===== config.mk =====
export PLATFORM = sky130hd
export DESIGN_NAME = msx_cart_mapper
export DESIGN_NICKNAME = d
export VERILOG_FILES = /design/src/rtl/msx_cart_mapper.sv
export SDC_FILE = /design/constraint.sdc
export NUM_CORES = 1
export LEC_CHECK = 0
export CAP_MARGIN = 30
export CORE_ASPECT_RATIO = 0.5
export CORE_UTILIZATION = 44
export DETAILED_ROUTE_END_ITERATION = 6
export PLACE_DENSITY = 0.82
export SLEW_MARGIN = 5
export SYNTH_ARGS = -nofsm -noshare
export SYNTH_HDL_FRONTEND = slang
export SYNTH_SLANG_ARGS = --single-unit

===== constraint.sdc =====
create_clock -name clk21m -period 1.9 [get_ports clk21m]
set_input_delay 0.475 -clock clk21m [delete_from_list [all_inputs] [get_ports clk21m]]
set_output_delay 0.475 -clock clk21m [all_outputs]
set_load 0.02 [all_outputs]

===== src/rtl/msx_cart_mapper.sv =====
// ASCII8/ASCII16 MegaROM mapper for one MSX cartridge slot with a request/ack read path to ROM storage.
// Define CART_SRAM_EN to let ASCII8 bank values with bit7 set map their 8 KB page to SRAM.
module msx_cart_mapper #(
  parameter int          MODE      = 0,
  parameter logic [7:0]  BANK_MASK = 8'hFF
) (
  input  logic        clk21m,
  input  logic        reset_n,
  input  logic [15:0] cpu_addr,
  input  logic [7:0]  cpu_dout,
  input  logic        cpu_wr,
  input  logic        cpu_rd,
  input  logic        cpu_mreq,
  input  logic        slot_sel,
  output logic [7:0]  d_to_cpu,
  output logic        data_oe,
  output logic [20:0] mem_addr,
  output logic        mem_rd_req,
  output logic        mem_wr_req,
  output logic [7:0]  mem_wdata,
  output logic        mem_sram,
  input  logic        mem_ack,
  input  logic [7:0]  mem_rdata
);

  typedef enum logic [1:0] {IDLE, REQ, HOLD, WREQ} state_t;

  state_t      state_q, state_d;
  logic [7:0]  bank_q [4];
  logic        wr_q, rd_q, abort_q, abort_d;
  logic        acc, window, wr_lvl, rd_win, wr_pulse, rd_pulse;
  logic        bank_we;
  logic [1:0]  bank_idx, page_idx;
  logic [7:0]  bank_raw, bank_b;
  logic [20:0] rom_addr, addr_d;
  logic        sram_hit;
  logic        rd_req_d, wr_req_d, oe_d, sram_d;
  logic [7:0]  dout_d, wdata_d;

  assign acc      = slot_sel & cpu_mreq;
  assign window   = (cpu_addr[15:14] == 2'b01) || (cpu_addr[15:14] == 2'b10);
  assign wr_lvl   = acc & cpu_wr;
  assign rd_win   = acc & cpu_rd & window;
  assign wr_pulse = wr_lvl & ~wr_q;
  assign rd_pulse = rd_win & ~rd_q & ~wr_lvl;

  // Page 0x4000/0x6000/0x8000/0xA000 maps to index 0..3 in ASCII8; ASCII16 uses cpu_addr[15] only.
  assign page_idx = (MODE == 0) ? {cpu_addr[15], cpu_addr[13]} : {1'b0, cpu_addr[15]};
  assign bank_raw = bank_q[page_idx];
  assign bank_b   = bank_raw & BANK_MASK;
  assign rom_addr = (MODE == 0) ? {bank_b, cpu_addr[12:0]} : {bank_b[6:0], cpu_addr[13:0]};

`ifdef CART_SRAM_EN
  assign sram_hit = (MODE == 0) && bank_raw[7];
`else
  assign sram_hit = 1'b0;
`endif

  always_comb begin
    bank_we  = 1'b0;
    bank_idx = cpu_addr[12:11];
    if (wr_pulse && cpu_addr[15:13] == 3'b011) begin
      if (MODE == 0) begin
        bank_we = 1'b1;
      end else if (!cpu_addr[11]) begin
        bank_we  = 1'b1;
        bank_idx = {1'b0, cpu_addr[12]};
      end
    end
  end

  always_comb begin
    state_d  = state_q;
    abort_d  = abort_q;
    rd_req_d = mem_rd_req;
    wr_req_d = mem_wr_req;
    oe_d     = data_oe;
    dout_d   = d_to_cpu;
    addr_d   = mem_addr;
    sram_d   = mem_sram;
    wdata_d  = mem_wdata;
    case (state_q)
      IDLE: begin
        if (wr_pulse && sram_hit && cpu_addr[15:14] == 2'b10) begin
          state_d  = WREQ;
          wr_req_d = 1'b1;
          wdata_d  = cpu_dout;
          addr_d   = {8'h00, cpu_addr[12:0]};
          sram_d   = 1'b1;
        end else if (rd_pulse) begin
          state_d  = REQ;
          rd_req_d = 1'b1;
          abort_d  = 1'b0;
          addr_d   = sram_hit ? {8'h00, cpu_addr[12:0]} : rom_addr;
          sram_d   = sram_hit;
        end
      end
      REQ: begin
        // The request cannot be withdrawn once issued; a dropped read only discards the data.
        if (!(cpu_rd && acc)) abort_d = 1'b1;
        if (mem_ack) begin
          rd_req_d = 1'b0;
          if (abort_d) begin
            state_d = IDLE;
          end else begin
            oe_d    = 1'b1;
            dout_d  = mem_rdata;
            state_d = HOLD;
          end
        end
      end
      HOLD: begin
        if (!(cpu_rd && acc)) begin
          oe_d    = 1'b0;
          dout_d  = 8'hFF;
          state_d = IDLE;
        end
      end
      WREQ: begin
        if (mem_ack) begin
          wr_req_d = 1'b0;
          state_d  = IDLE;
        end
      end
      default: state_d = IDLE;
    endcase
  end

  always_ff @(posedge clk21m or negedge reset_n) begin
    if (!reset_n) begin
      state_q    <= IDLE;
      abort_q    <= 1'b0;
      wr_q       <= 1'b0;
      rd_q       <= 1'b0;
      bank_q     <= '{default: 8'h00};
      d_to_cpu   <= 8'hFF;
      data_oe    <= 1'b0;
      mem_rd_req <= 1'b0;
      mem_wr_req <= 1'b0;
      mem_sram   <= 1'b0;
      mem_addr   <= '0;
      mem_wdata  <= '0;
    end else begin
      state_q    <= state_d;
      abort_q    <= abort_d;
      wr_q       <= wr_lvl;
      rd_q       <= rd_win;
      if (bank_we) bank_q[bank_idx] <= cpu_dout;
      d_to_cpu   <= dout_d;
      data_oe    <= oe_d;
      mem_rd_req <= rd_req_d;
      mem_wr_req <= wr_req_d;
      mem_sram   <= sram_d;
      mem_addr   <= addr_d;
      mem_wdata  <= wdata_d;
    end
  end

endmodule


-- Word level (Yosys, flattened, before mapping)
Cells that the tools add are included.
- output and inout bits: 41
- logic and storage cells: 78
- register bits after elaboration: 68
- bits of input ports: 39
- order comparisons: 3
- equal/unequal tests: 11
- multiplexer cells: 28
- bitwise operators: 12
- reductions and logical operators: 12
- operators with widths (kind ; number):
    two-way mux 8 bit ; 6
    bitwise mux 32 bit ; 1
    binary-select mux 8 bit (select 2 bit) ; 1
    demux 8 bit (select 2 bit) ; 1
    one-hot mux 8 bit (2 select lines) ; 1
    two-way mux 2 bit ; 5
    != test 2 bit (second input constant) ; 5
    two-way mux 1 bit ; 9
    one-hot mux 2 bit (4 select lines) ; 1
    AND reduction 4 bit ; 2
    bitwise AND 1 bit ; 7
    equality test 2 bit (second input constant) ; 3
    >= comparator 3 bit (second input constant) ; 2
    inverter 2 -> 3 bit ; 2
    one-hot mux 1 bit (2 select lines) ; 3
    equality test 2 x 1 -> 1 bit (second input constant) ; 2
    AND reduction 2 bit ; 2
    nonzero test 2 bit ; 2
    equality test 3 x 2 -> 1 bit (second input constant) ; 1
    logical AND 1 bit ; 3
    less-than comparator 3 x 1 -> 1 bit (second input constant) ; 1
    inverter 1 bit ; 3
    AND reduction 3 bit ; 1
    logical NOT 2 bit ; 1
    logical OR 1 bit ; 1

-- Longest topological paths before layout
- depth in word-level cells: 7
- depth in mapped cells: 6
- gate-level depth less buffers: 3

-- Worst setup path before layout
No wires, ideal clock.
- kind: input -> register
- from: in cpu_wr
- to: reg mem_addr[10]
- data arrival time: 1838 ps
- cell stages on the path: 6
- slack: -63 ps
- path buffers: 3
- path through: and3_4 buf_6 or4_4 buf_6 buf_6 mux2_4
- cells in the longest elaborated chain, start to end: 4
- ends and longest elaborated chain (what ; RTL line ; RTL):
    start, declared ; 11 ; input logic cpu_wr,
    bitwise AND 1 bit ; 42 ; assign wr_lvl = acc & cpu_wr;
    net wr_lvl ; 31 ; logic acc, window, wr_lvl, rd_win, wr_pulse, rd_pulse;
    inverter 1 bit ; 45 ; assign rd_pulse = rd_win & ~rd_q & ~wr_lvl;
    bitwise AND 1 bit ; 45 ;
    AND reduction 2 bit (no source line) ; - ;
    end signal, assigned ; 154 ; mem_addr <= addr_d;
    end, declared ; 17 ; output logic [20:0] mem_addr,
The timed path passes the listed nets, and every way through them passes these cells.
A chain may end at the register's enable or synchronous reset.

-- Worst setup path after layout
- from: reg state_q[1]
- to: reg mem_addr[5]
- cells in the longest elaborated chain, start to end: 2
- ends and longest elaborated chain (what ; RTL line ; RTL):
    start, declared ; 28 ; state_t state_q, state_d;
    start signal, assigned ; 144 ; state_q <= state_d;
    logical NOT 2 bit ; 82 ; case (state_q)
    AND reduction 2 bit (no source line) ; - ;
Every way passes these cells.

==> summary.md <==
| Metric | Value |
|---|---|
| Most numerous cell in the Yosys netlist | `dfrtp_1` |
| Cell count after synthesis | `202` |
| Initial Utilization | `0.477` |
| WHS | `about 0.067 ns` |
| Ant. Diodes | `0` |
| Clock transition at path regs | `about 0.050 ns` |
| Tot GR Track Use | `0.204` |
| Initial antenna violation count | `0` |
| Post-synth top area share | `0.497` |
| Core Rows | `20` |
| Remaining global-route overflow | `0` |
| Post-route insts no fill | `between 300 and 400` |
| Die Y | `~60 um` |
| First-pass GRT wire length | `between 10000 and 15000 um` |
| HPWL Detailed | `between 4000 and 5000 um` |
| Post-Route WL | `about 6800 um` |
| First-pass DRT Iterations | `4` |
| DRC Markers | `0` |
| Max-slew violations | `0` |
| FMAX | `roughly 520 MHz` |
| Final setup fails | `12` |
| Number of I/O pins | `80` |
| Worst hold path type | `in -> async` |
| TritonCTS clock tree | `yes` |
| Hold buffer count at CTS | `0` |
| Clock Skew | `between 0.005 and 0.006 ns` |
| CP Capture Type | `register` |
| DR WL/cell | `approximately 17 um` |
| Kind of critical path | `reg -> reg` |
| Post-synth EDFFs | `0` |
| Worst-margin pin slew | `0.586 ns` |
| Worst VDD drop | `about 0.0004 V` |
| LEAKAGE | `2.02 nW` |
| Synth top area cells | `dfrtp_1 (50%), mux2_2 (13%), mux2_4 (8.5%), dfstp_2 (7.0%), mux4_2 (6.0%)` |
| Clk sinks | `68` |
| Setup WS post-layout | `-0.0307 ns` |
| Later-pin clock latency in the skew report | `about 0.33 ns` |
| Worst setup SP type | `register` |
| Design area | `4230 um^2` |
| Synth-to-Final Area Change | `40.2%` |
| Worst slew margin | `0.609` |
| 1st-iter DRT viols | `about 120` |
| Root buffer cell | `clkbuf_16` |
| Mapped Area | `a little over 3000 um^2` |
| Top FF cell, synth | `dfrtp_1` |
| Setup TNS | `-0.198 ns` |
| Post-layout util | `0.669` |
| Fraction of registers with async set/reset | `1.00` |
| Psw | `between 1 and 1.5 mW` |
| Number of global-route vias before repair | `approximately 2100` |
| # port buffers | `just under 70` |
| Synth top cells by count | `dfrtp_1 (60), mux2_2 (36), mux2_4 (17), a21oi_1 (16), buf_4 (11)` |
| Yosys cell types | `31` |
| CTS H-tree depth | `3` |
| Cell area power density | `1030 nW/um^2` |
| Layout cell share with drive strength beyond 1 | `0.385` |
| Dpl cells | `366` |
| Cell taking the most area after synthesis | `dfrtp_1` |
| Post-synthesis sequential area ratio | `0.567` |
| Net Sw Frac | `0.260` |
| CP arrival | `approximately 2.1 ns` |
| Die area | `~7200 um^2` |
| Syn_area_per_cell | `approximately 15 um^2` |
| Crit path time final | `around 1.9 ns` |
| Fin nets | `between 300 and 400` |
| Largest net degree at the start of global routing | `55` |
| Max Cap Viol | `0` |
| Clock share of power | `0.355` |
| Core ar. | `between 6000 and 7000 um^2` |
| RSZ-0062 raised after global routing | `yes` |
| DR vias | `1976` |
| Flop pwr share | `0.419` |
| DR vias/cell | `roughly 5.1` |
| Final Hold Fails | `0` |
| Gpl congestion | `between 0.7 and 0.8` |
| Synthesis Warnings | `0` |
| Failing checks | `setup timing` |
| Clk buf depth | `2` |
| Placed Area | `3870 um^2` |
| Status | `finished, violations left` |
| Worst Path Max Fanout | `8` |
| Period utilization | `1.02` |
| DIE WIDTH | `119 um` |
| Internal power | `3.24 mW` |
| CP required | `between 2 and 2.5 ns` |
| Antenna Nets Post-Route | `0` |
| CTS Buf Count | `9` |
| FF+latch count, synth | `68` |
| Combinational share of power | `0.226` |
## cells by family after synthesis
kind of cell,count (synthesis),share of synthesized area
simple gates,28,0.0605
buf+inv,23,0.0530
mux,61,0.278
compound gates,20,0.0369
flops,68,0.567
xor+xnor,1,0.00290
other cells,1,0.00124
## sequential cells by signal (all words and copies together), names as in the netlist
register and cells:
abort_q 1, bank_q 32, d_to_cpu 8, data_oe 1, mem_addr 21, mem_rd_req 1
rd_q 1, state_q 2, wr_q 1
## area by class of cell
| cell class | instances | area, um^2 |
|---|---|---|
| fill | 420 | 2100 |
| sequential | 68 | 1710 |
| multi-input combinational | 120 | 1200 |
| timing repair buffer | 96 | 937 |
| clock buffer | 11 | 233 |
| tap | 88 | 110 |
| clock inverter | 3 | 40.0 |
| inverter | 1 | 3.75 |
## final timing paths
kind	start	endpoint	slack (ns)	cells after the start
max	state_q[1]	mem_addr[5]	-0.03	5
min	reset_n	mem_addr[17]	0.07	1
max reg2reg	state_q[1]	mem_addr[5]	-0.03	5
min reg2reg	bank_q[1]	bank_q[1]	0.50	1
max in group asynchronous	reset_n	bank_q[4]	1.24	2
min in group clk21m	bank_q[1]	bank_q[1]	0.50	1
## worst max-delay path, stage by stage (launching register included)
cell and delay (ns):
dfrtp_1 0.39, or3_4 0.37, or4_4 0.45, buf_12 0.17
buf_12 0.14, mux2_4 0.29
## routing by layer
metal | wire [um] | share of wire | vias to the layer above | GRT usage
met5 | 0 | 0 | - | 0
met4 | 71 | 0.010 | 0 | 0.0561
met3 | 286 | 0.042 | 8 | 0.0752
met2 | 3560 | 0.53 | 53 | 0.363
met1 | 2840 | 0.42 | 1001 | 0.242
li1 | - | - | 914 | -
## power groups by stage
stage / Clock (mW) / Sequential, mW / Combinational, mW
3_3_place_gp: 0 / 1.84 / 0.987
6_report: 1.55 / 1.83 / 0.991
4_1_cts: 1.57 / 1.83 / 0.991
2_1_floorplan: 0 / 2.01 / 0.353
3_5_place_dp: 0 / 1.85 / 1.01
5_1_grt: 1.65 / 1.86 / 1.05
## repair_timing
item | in CTS | in global routing
pin swaps | 4 | 0
endpoints found under the setup margin | 33 | 18
resized for setup | 20 | 3
buffers inserted | 8 | 0
## stage by stage
step | setup slack [ns] | power (mW)
after floorplan | -0.0559 | 2.37
after global placement | -0.311 | 2.83
after detailed placement | -0.356 | 2.87
after CTS | -0.0249 | 4.39
after global routing | -0.0620 | 4.56
final | -0.0307 | 4.38
## placed cells by master, fill, tap and decap left out, types with 9 or more instances in the layout
cell type,count
dfrtp_1,60
mux2_2,36
conb_1,10
dlygate4sd2_1,14
clkdlybuf4s50_1,54
buf_4,21
mux2_4,17
a21oi_1,16
clkbuf_16,9
Power figures use the tool's default switching activity.
